File: config.mk
export PLATFORM = sky130hd
export DESIGN_NAME = myproject_sdiv_29s_13s_16_seq
export DESIGN_NICKNAME = d
export VERILOG_FILES = /design/src/rtl/myproject_sdiv_29s_13s_16_seq.sv
export SDC_FILE = /design/constraint.sdc
export NUM_CORES = 1
export LEC_CHECK = 0
export ABC_CLOCK_PERIOD_IN_PS = 3800
export BUFFER_PORTS_ARGS = -buffer_cell sky130_fd_sc_hd__buf_2
export CELL_PAD_IN_SITES_DETAIL_PLACEMENT = 1
export CELL_PAD_IN_SITES_GLOBAL_PLACEMENT = 2
export CORE_MARGIN = 5
export CORE_UTILIZATION = 36
export DETAILED_ROUTE_END_ITERATION = 8
export PLACE_DENSITY = 0.91
export SYNTH_ARGS = -nofsm -noshare
export SYNTH_HDL_FRONTEND = slang
export SYNTH_SLANG_ARGS = --single-unit
File: constraint.sdc
create_clock -name ap_clk -period 3.8 [get_ports ap_clk]
set_clock_uncertainty 0.1 [all_clocks]
set_input_delay 0.19 -clock ap_clk [delete_from_list [all_inputs] [get_ports ap_clk]]
set_output_delay 0.19 -clock ap_clk [all_outputs]
set_load 0.02 [all_outputs]
File: src/rtl/myproject_sdiv_29s_13s_16_seq.sv
// Multi-cycle signed divider: 29b signed dividend / 13b signed divisor ->
// 16b signed quotient (truncated toward zero) and 13b signed remainder.
// Radix-2 restoring division on magnitudes, one quotient bit per enabled cycle.
// Optional SDIV_SATURATE_EN: clamp quotient on overflow / divide-by-zero
// instead of wrapping.
module myproject_sdiv_29s_13s_16_seq #(
  parameter int DIVIDEND_W = 29,
  parameter int DIVISOR_W  = 13,
  parameter int QUOTIENT_W = 16
) (
  input  logic                  ap_clk,
  input  logic                  ap_rst,
  input  logic                  ce,
  input  logic                  start,
  input  logic [DIVIDEND_W-1:0] din0,
  input  logic [DIVISOR_W-1:0]  din1,
  output logic                  busy,
  output logic                  done,
  output logic [QUOTIENT_W-1:0] dout_quo,
  output logic [DIVISOR_W-1:0]  dout_rem,
  output logic                  ovf,
  output logic                  dz
);

  localparam int CNT_W = $clog2(DIVIDEND_W);
  localparam int QW_W  = DIVIDEND_W + 1;  // signed quotient before narrowing

  typedef enum logic [1:0] {S_IDLE, S_CALC, S_FIX} state_t;

  state_t                state, state_nxt;
  logic [CNT_W-1:0]      cnt;
  logic [DIVIDEND_W-1:0] quo_acc;   // dividend magnitude shifts out, quotient bits shift in
  logic [DIVISOR_W-1:0]  rem_acc;   // partial remainder, always < divisor magnitude
  logic [DIVISOR_W-1:0]  dvs_mag;
  logic                  sgn_n, sgn_d, zero_d;

  logic [DIVISOR_W:0]    rem_sh, rem_try;
  logic                  step_ok;
  logic [QW_W-1:0]       quo_wide;
  logic [DIVISOR_W-1:0]  rem_sgn;
  logic [QUOTIENT_W-1:0] quo_fix;
  logic [DIVISOR_W-1:0]  rem_fix;
  logic                  ovf_fix;

  // One restoring step: bring down next dividend bit, try subtracting the divisor
  assign rem_sh  = {rem_acc, quo_acc[DIVIDEND_W-1]};
  assign rem_try = rem_sh - {1'b0, dvs_mag};
  assign step_ok = ~rem_try[DIVISOR_W];

  // Apply signs: quotient negative when operand signs differ, remainder follows dividend
  assign quo_wide = (sgn_n ^ sgn_d) ? -{1'b0, quo_acc} : {1'b0, quo_acc};
  assign rem_sgn  = sgn_n ? -rem_acc : rem_acc;

  // Final result selection, including overflow detection and divide-by-zero handling
  always_comb begin
    ovf_fix = ~zero_d & ~((&quo_wide[QW_W-1:QUOTIENT_W-1]) | ~(|quo_wide[QW_W-1:QUOTIENT_W-1]));
    quo_fix = quo_wide[QUOTIENT_W-1:0];
    rem_fix = rem_sgn;
    if (zero_d) begin
      quo_fix = '1;
      rem_fix = '0;
    end
`ifdef SDIV_SATURATE_EN
    if (ovf_fix)
      quo_fix = quo_wide[QW_W-1] ? {1'b1, {(QUOTIENT_W-1){1'b0}}}
                                 : {1'b0, {(QUOTIENT_W-1){1'b1}}};
    if (zero_d)
      quo_fix = sgn_n ? {1'b1, {(QUOTIENT_W-1){1'b0}}}
                      : {1'b0, {(QUOTIENT_W-1){1'b1}}};
`endif
  end

  // Next-state: IDLE -> CALC on start, CALC runs one step per dividend bit, FIX publishes
  always_comb begin
    state_nxt = state;
    case (state)
      S_IDLE:  if (start) state_nxt = S_CALC;
      S_CALC:  if (cnt == CNT_W'(DIVIDEND_W - 1)) state_nxt = S_FIX;
      S_FIX:   state_nxt = S_IDLE;
      default: state_nxt = S_IDLE;
    endcase
  end

  assign busy = (state != S_IDLE);

  // State register; ce=0 freezes everything
  always_ff @(posedge ap_clk or posedge ap_rst) begin
    if (ap_rst)  state <= S_IDLE;
    else if (ce) state <= state_nxt;
  end

  // Datapath: operand capture, iteration, result registers and done pulse
  always_ff @(posedge ap_clk or posedge ap_rst) begin
    if (ap_rst) begin
      cnt      <= '0;
      quo_acc  <= '0;
      rem_acc  <= '0;
      dvs_mag  <= '0;
      sgn_n    <= 1'b0;
      sgn_d    <= 1'b0;
      zero_d   <= 1'b0;
      done     <= 1'b0;
      dout_quo <= '0;
      dout_rem <= '0;
      ovf      <= 1'b0;
      dz       <= 1'b0;
    end else if (ce) begin
      done <= 1'b0;
      case (state)
        S_IDLE: if (start) begin
          // magnitudes are unsigned, so the most negative operand is exact
          quo_acc <= din0[DIVIDEND_W-1] ? -din0 : din0;
          dvs_mag <= din1[DIVISOR_W-1]  ? -din1 : din1;
          rem_acc <= '0;
          sgn_n   <= din0[DIVIDEND_W-1];
          sgn_d   <= din1[DIVISOR_W-1];
          zero_d  <= (din1 == '0);
          cnt     <= '0;
        end
        S_CALC: begin
          rem_acc <= step_ok ? rem_try[DIVISOR_W-1:0] : rem_sh[DIVISOR_W-1:0];
          quo_acc <= {quo_acc[DIVIDEND_W-2:0], step_ok};
          cnt     <= cnt + 1'b1;
        end
        S_FIX: begin
          dout_quo <= quo_fix;
          dout_rem <= rem_fix;
          ovf      <= ovf_fix;
          dz       <= zero_d;
          done     <= 1'b1;
        end
        default: ;
      endcase
    end
  end

endmodule

# --- Word-level counts from Yosys, hierarchy flattened ---
# Cells that the tools add are included.
totals:
  register_bits: 97
  latch_bits: 0
  ramBits: 0
  romBits: 0
  input_bits: 46
  wordCells: 58
  memories: 0
op_classes:
  n_addsub: 6
  mul: 0
  div: 0
  n_lt_le_gt_ge: 0
  eq_ne: 5
  n_shift: 0
  n_mux: 17
  n_bitwise: 7
  reduce_logical: 10
ops:
  columns: ["op", "n"]
  rows:
  - ["$mux W13", 5]
  - ["$mux W29", 2]
  - ["$pmux W29 S2", 1]
  - ["$mux W30", 1]
  - ["$neg A29 Y30", 1]
  - ["$neg A29 Y29", 1]
  - ["$neg A13 Y13", 2]
  - ["$pmux W13 S2", 1]
  - ["$mux W16", 1]
  - ["$reduce_and A15 Y1", 1]
  - ["$reduce_or A15 Y1", 1]
  - ["$sub A14 B13 Y14", 1]
  - ["$logic_not A13 Y1", 1]
  - ["$pmux W5 S2", 1]
  - ["$reduce_and A3 Y1", 3]
  - ["$add A5 B1 Y5 const B", 1]
  - ["$eq A5 B5 Y1 const B", 1]
  - ["$mux W5", 1]
  - ["$mux W2", 2]
  - ["$ne A2 B2 Y1 const B", 2]
  - ["$not A1 Y1", 4]
  - ["$pmux W2 S2", 1]
  - ["$reduce_bool A2 Y1", 2]
  - ["$eq A2 B1 Y1 const B", 1]
  - ["other kinds (7)", 7]

# --- Longest topological paths before layout ---
# Gate-level depths: netlist (run 1).
logic_depth:
  word_depth: 7
  mapped_depth: 11
  ltp_nobuf: 11

# --- Worst setup path before layout (run 1) ---
# No wires, ideal clock.
synth_timing:
  path_kind: "register -> register"
  startpoint: "reg rem_acc[0]"
  endpoint: "reg rem_acc[3]"
  t_arrival_ns: 2.472
  setup_slack_ns: 1.141
  stages_incl_launch_ff: 10
  n_path_buf: 1
  synth_period_minus_slack_ns: 2.659
  cell_sequence: "dfrtp_1 ha_1 nor2b_1 o31ai_2 a211oi_1 nor3_2 nor3_1 clkbuf_1 or4_1 o211ai_1"
synth_between:
  elab_chain_len: 3
synth_rtl:
  columns: ["item", "line", "source"]
  rows:
  - ["start: declaration", "33", "logic [DIVISOR_W-1:0] rem_acc;"]
  - ["start signal: assignment", "121", "rem_acc <= step_ok ? rem_try[DIVISOR_W-1:0] : rem_sh[DIVISOR_W-1:0];"]
  - ["$sub A14 B13 Y14", "47", "assign rem_try = rem_sh - {1'b0, dvs_mag};"]
  - ["$mux W13", "121", null]
  - ["$pmux W13 S2", "109", "case (state)"]
# Every way passes these cells.
# A chain may end at the register's enable or synchronous reset.

# --- Final worst setup path (run 1) ---
layout_timing:
  startpoint: "reg rem_acc[0]"
  endpoint: "reg rem_acc[8]"
# Same word-level chain as after synthesis.

==> impl_metrics.tcl, run 1 <==
set metrics [dict create \
    topRoutingLayerUsed "met4" \
    ys_ff_latch 97 \
    rsz0062_at_grt "no" \
    grt_pass1_vias 6102 \
    yosys_most_used_dff "dfrtp_1" \
    drv_cap 0 \
    vias 5885 \
    finish.net_count 898 \
    fp.dieH_um 145.0 \
    cp_common_cell "nor3_2" \
    drtIter0Drc 263 \
    timing_worst_setup_path_type "reg -> reg" \
    fillCellCount 2163 \
    netlist_area_um2 6565 \
    routed_wl_mm 18.73 \
    finish.utilization_pct 41.71 \
    synth_fa_ha_area_share_pct 3.926 \
    cts_buffer_depth 2 \
    dpl_cell_area_um2 7153 \
    clk_pin_slew_worst_paths_ns 0.07 \
    synthSimpleGateAreaFrac_pct 21.04 \
    cp.required_ns 3.91 \
    slowest_delay_ns 0.59 \
    drive_gt1_share_pct 15.65 \
    synth_xor_area_share_pct 11.07 \
    wl_met1_mm 9.296 \
    antenna_found_initial 0 \
    drt-pass1-iter-count 4 \
    htree_levels 3 \
    startpoint_type "flip-flop" \
    tns_ns 0 \
    viasPerCell 5.521 \
    port_buffers 78 \
    yosysSeqAreaShare_pct 36.97 \
    synth_top_family_by_area "compound AO/OA/AOI/OAI gates" \
    grt_pass1_wl_mm 31.25 \
    ys_top_cells_by_count "102 x nand2_1, 97 x dfrtp_1, 63 x o21ai_0" \
    finalSetupViolCount 0 \
    relSlewSlack_pct 32.36 \
    dieArea_um2 21040 \
    cts_resized 0 \
    dp_hpwl_mm 14.00 \
    postCtsSetupBuffers 0 \
    std_cell_rows 49 \
    clock_latency_ns 0.36 \
    crit_arrival_ns 3.25 \
    grt_max_degree 45 \
    area_delta_synth_final_pct 14.12 \
    clock-sinks 97 \
    finalMaxSlewViolations 0 \
    netlist.area_leader.share_pct 36.97 \
    crit_path_top_delay_cell "nor3_2" \
    synthArstFlopShare_pct 100.0 \
    n_antenna_cell 0 \
    synth-compound-area-share_pct 21.96 \
    cts_inserted_buffers 9 \
    crit_path_cell_trace "ha_1 -> nor2b_1 -> o31ai_2 -> a211oi_1 -> nor3_2 -> nor3_1 -> buf_4 -> nor3_2 -> o211ai_1" \
    leakage_nw 3.417 \
    finalCritPeriodShare_pct 82.58 \
    yosysMostFrequentCell "nand2_1" \
    p_per_area_nw_per_um2 769.4 \
    grt_usage_pct 17.67 \
    hold_viol 0 \
    met3_length_um 582 \
    fmaxAchievable_ghz 0.3187 \
    final_area_um2 7492 \
    synth_area_leaders "dfrtp_1 37%, xor2_1 7.5%, nand2_1 5.8%" \
    critPathCaptureType "flip-flop" \
    wl_met2_mm 8.608 \
    fp.dieW_um 145.0 \
    core_region_area_um2 17960 \
    ant_nets 0 \
    synth_enable_flop_cells 0 \
    syn_avg_cell_area_um2 8.515 \
    critPathMaxFanout 14 \
    muxShareOfSynthArea_pct 0.4574 \
    p_total_mw 5.765 \
    ys_warn_count 0 \
    synth_top_area_cell "dfrtp_1" \
    worst_slew_pin_slew_ns 1.011 \
    globalplace.congestion 0.8361 \
    floorplan.initialDensity_pct 36.55 \
    root_buffer "clkbuf_16" \
    drc_errors 0 \
    synth_nets 837 \
    synth_cells 771 \
    peakVddDrop_v 0.0002736 \
    ioPinCount 79 \
    hold_class "in -> reg" \
    grt.overflow.total 0 \
    status "complete, no violations" \
    wl_per_cell_um 17.57 \
    yosys.cell_types.count 66 \
    cts_tree "built" \
    min_period_ns 3.138 \
]
final timing paths:
check	start	to	slack, ns	depth (start not counted)
hold / removal	din1[0]	dvs_mag[0]$_DFFE_PP0P_	0.02	3
setup reg to reg	rem_acc[0]$_DFFE_PP0P_	rem_acc[8]$_DFFE_PP0P_	0.66	9
max in group asynchronous	ap_rst	sgn_n$_DFFE_PP0P_	2.34	4
min in group asynchronous	ap_rst	dout_rem[7]$_DFFE_PP0P_	0.36	3
setup / recovery	rem_acc[0]$_DFFE_PP0P_	rem_acc[8]$_DFFE_PP0P_	0.66	9
hold reg to reg	dout_quo[0]$_DFFE_PP0P_	dout_quo[0]$_DFFE_PP0P_	0.37	2
critical path: cells and delay by family, from the launching register on:
kind | cells | cell delay [ns]
buffers and inverters | 1 | 0.20
AO/OA/AOI/OAI | 3 | 0.71
AND/OR/NAND/NOR | 4 | 1.21
adder cells (fa/ha/maj) | 1 | 0.31
flip-flops | 1 | 0.46
sequential cells by signal, indices dropped and copies added (netlist names):
register  cells
zero_d        1
dout_rem     13
state         2
sgn_n         1
quo_acc      29
rem_acc      13
cnt           5
ovf           1
sgn_d         1
dz            1
done          1
dout_quo     16
dvs_mag      13
placed cells by master, fill, tap and decap left out, types with 4 or more instances in the layout:
cell         n
a21o_1      16
a21oi_1     57
a22oi_1     10
a31oi_1      7
buf_2       78
buf_4       11
clkbuf_16    9
dfrtp_1     97
ha_1        19
inv_1       31
nand2_1    102
nand2b_1     7
nand3_1     10
nand4_1      8
nor2_1      48
nor2b_1      4
nor3_1      15
nor3b_1      5
nor4_1      12
o211ai_1    12
o21a_1       4
o21ai_0     63
o31ai_1     26
o41ai_1      7
or3_1       16
or4_1       15
xnor2_1     27
xor2_1      56
power by group:
group	internal (mW)	leakage (nW)	switching, mW
Combinational	1.25	1.99	1.70
Clock	0.598	0.159	0.429
Sequential	1.32	1.27	0.468
Total	3.17	3.42	2.60
cell families after synthesis:
family / after synthesis
buf+inv: 72
mux: 3
xor+xnor: 83
flops: 97
fa+ha+maj: 20
simple gates: 269
compound gates: 227
repair_timing:
item,in CTS,in global routing
endpoints found under the hold margin,42,0
endpoints found under the setup margin,0,0
hold buffers,1,0
area by class of cell:
type | count | area [um2] | area share, %
multi-input combinational | 602 | 3844 | 51.30
sequential | 97 | 2427 | 32.40
timing repair buffer | 90 | 483.0 | 6.446
tap | 229 | 286.5 | 3.824
clock buffer | 10 | 239.0 | 3.190
inverter | 32 | 122.6 | 1.637
clock inverter | 6 | 90.09 | 1.202
metrics by stage:
stage,hold WS [ns],instances,worst slack [ns]
after floorplan,0.2616,771,0.9763
after global placement,0.2008,1049,0.7529
after detailed placement,0.2125,1049,0.6627
after CTS,0.01942,1066,0.6511
after global routing,0.06115,1066,0.4190
final,0.02240,1066,0.6619
layer usage:
metal	up-vias	GRT usage [%]
li1	2891	-
met1	2897	25.33
met2	83	28.11
met3	14	2.214
met4	0	4.991
met5	-	0
No activity file was read; power rests on OpenSTA's default activity.
==> inputs of run 2 (changes only) <==
ABC_CLOCK_PERIOD_IN_PS = 2600   (was 3800)
CORE_UTILIZATION = 32   (was 36)
PLACE_DENSITY = 0.86   (was 0.91)
clock period = 2.6 ns   (was 3.8 ns; I/O delays follow)
==> impl_metrics.tcl, run 2 (same netlist as run 1, synthesis figures left out) <==
set metrics [dict create \
    status "finished, violations left" \
    violations "hold timing, setup timing" \
    final_common_cell "nand2_1" \
    routed_wl_mm 21.24 \
    pre_cts_ws_ns -0.1131 \
    largest_registers "quo_acc x29, dout_quo x16" \
    hold_class "in -> reg" \
    setup_ws_ns -0.03956 \
    largest_reg_flops 29 \
    fillCellCount 2389 \
    area_delta_synth_final_pct 30.26 \
    grt.overflow.total 0 \
    floorplan.initialDensity_pct 32.44 \
    relSlewSlack_pct 54.30 \
    critPathCaptureType "flip-flop" \
    worstHoldPathCells 3 \
    leakage_nw 3.896 \
    grt_pass1_wl_mm 33.09 \
    ant_nets 0 \
    clock-sinks 97 \
    n_antenna_cell 0 \
    drtIter0Drc 255 \
    cp.required_ns 2.72 \
    drive_gt1_share_pct 27.99 \
    hold_start "din1[0]" \
    r2r_slack_ns -0.04 \
    drt-pass1-iter-count 5 \
    grt_max_degree 43 \
    startpoint_type "flip-flop" \
    std_cell_rows 52 \
    critPathMaxFanout 6 \
    root_buffer "clkbuf_16" \
    drv_cap 0 \
    finalCritPeriodShare_pct 101.5 \
    clock_latency_ns 0.35 \
    dp_hpwl_mm 15.23 \
    rsz0062_at_grt "yes" \
    reg2reg_from "quo_acc[0]$_DFFE_PP0P_" \
    timing_worst_setup_path_type "reg -> reg" \
    antenna_found_initial 0 \
    fp.dieW_um 153.2 \
    clk_pin_slew_worst_paths_ns 0.07 \
    finish.net_count 990 \
    final_cell_mix "102 x nand2_1, 97 x dfrtp_1, 95 x buf_4" \
    finalSetupViolCount 1 \
    core_region_area_um2 20230 \
    peakVddDrop_v 0.0004009 \
    rr_worst_depth 9 \
    port_buffers 78 \
    p_per_area_nw_per_um2 1200 \
    r2r-end "ovf$_DFFE_PP0P_" \
    holdPathEnd "dvs_mag[0]$_DFFE_PP0P_" \
    worst_slew_pin_slew_ns 0.6840 \
    vias 6338 \
    grt_pass1_vias 6414 \
    viasPerCell 5.286 \
    cts_inserted_buffers 9 \
    hold_viol 1 \
    finalMaxSlewViolations 0 \
    cts_buffer_depth 2 \
    globalplace.congestion 0.8565 \
    dieArea_um2 23480 \
    hold_ws_ns -0.004621 \
    grt_usage_pct 16.96 \
    largest-register "quo_acc" \
    cts_tree "built" \
    crit_arrival_ns 2.76 \
    fp.dieH_um 153.2 \
    min_period_ns 2.640 \
    finish.utilization_pct 42.26 \
    htree_levels 3 \
    ioPinCount 79 \
    drc_errors 0 \
    p_total_mw 10.26 \
    wl_per_cell_um 17.72 \
    fmaxAchievable_ghz 0.3789 \
]
[run 2: changes by cell type in the layout (fill, tap and decap cells not counted), sizes merged]
cell and delta:
buf +89, dlygate4sd3 +3, bufinv -2, clkbuf +2, clkinv -1, clkinvlp +1
[run 2: where the power goes]
| part | internal [mW] | total, mW | switching (mW) |
|---|---|---|---|
| Clock | 0.712 | 1.34 | 0.624 |
| Combinational | 3.00 | 6.55 | 3.55 |
| Sequential | 1.93 | 2.38 | 0.443 |
[run 2: how the worst max path moves through the flow]
stage / start / endpoint / slack, ns / cells past startpoint
after floorplan: rem_acc[2]$_DFFE_PP0P_ / rem_acc[3]$_DFFE_PP0P_ / 0.008 / 9
after global placement: quo_acc[6]$_DFFE_PP0P_ / ovf$_DFFE_PP0P_ / 0.009 / 8
after detailed placement: dvs_mag[1]$_DFFE_PP0P_ / rem_acc[2]$_DFFE_PP0P_ / -0.11 / 10
after CTS: quo_acc[0]$_DFFE_PP0P_ / ovf$_DFFE_PP0P_ / -0.02 / 8
after global routing: quo_acc[8]$_DFFE_PP0P_ / ovf$_DFFE_PP0P_ / -0.16 / 9
final: quo_acc[0]$_DFFE_PP0P_ / ovf$_DFFE_PP0P_ / -0.04 / 9
[run 2: final cells by class]
type	instances	area (um2)	share of cell area, %
multi-input combinational	602	4155	48.59
sequential	97	2427	28.38
timing repair buffer	182	1217	14.24
tap	270	337.8	3.950
clock buffer	12	256.5	2.999
inverter	32	123.9	1.448
clock inverter	4	33.78	0.3950
[run 2: stage by stage]
step / area [um2] / hold slack (ns) / TNS, ns / instances
floorplan: 6569 / 0.2016 / 0 / 771
global placement: 7809 / 0.1755 / 0 / 1167
detailed placement: 7809 / 0.1713 / -0.8150 / 1167
CTS: 8330 / 0.0003184 / -0.04557 / 1194
global route: 8552 / 0.02534 / -0.2299 / 1199
finish: 8552 / -0.004621 / -0.03956 / 1199
[run 2: critical path: stages, from the launching register on]
cell and delay, ns:
dfrtp_1 0.42, or4_4 0.52, nor4_4 0.29, buf_6 0.17
a21oi_2 0.06, xnor2_1 0.24, buf_4 0.16, nand4_1 0.11
nor4_2 0.30, o22ai_1 0.13
[run 2: routing by layer]
layer	vias to the layer above	wire (um)	track usage (%)
li1	3071	-	-
met1	3147	9973	23.52
met2	100	10210	27.47
met3	20	804	2.940
met4	0	252	4.455
met5	-	0	0
[run 2: repair_timing]
item,in CTS,in global routing
endpoints found under the setup margin,13,17
buffers inserted,6,6
hold buffers,4,0
endpoints found under the hold margin,32,0
pin swaps,28,21
gates cloned,1,0
gates resized for setup,30,33
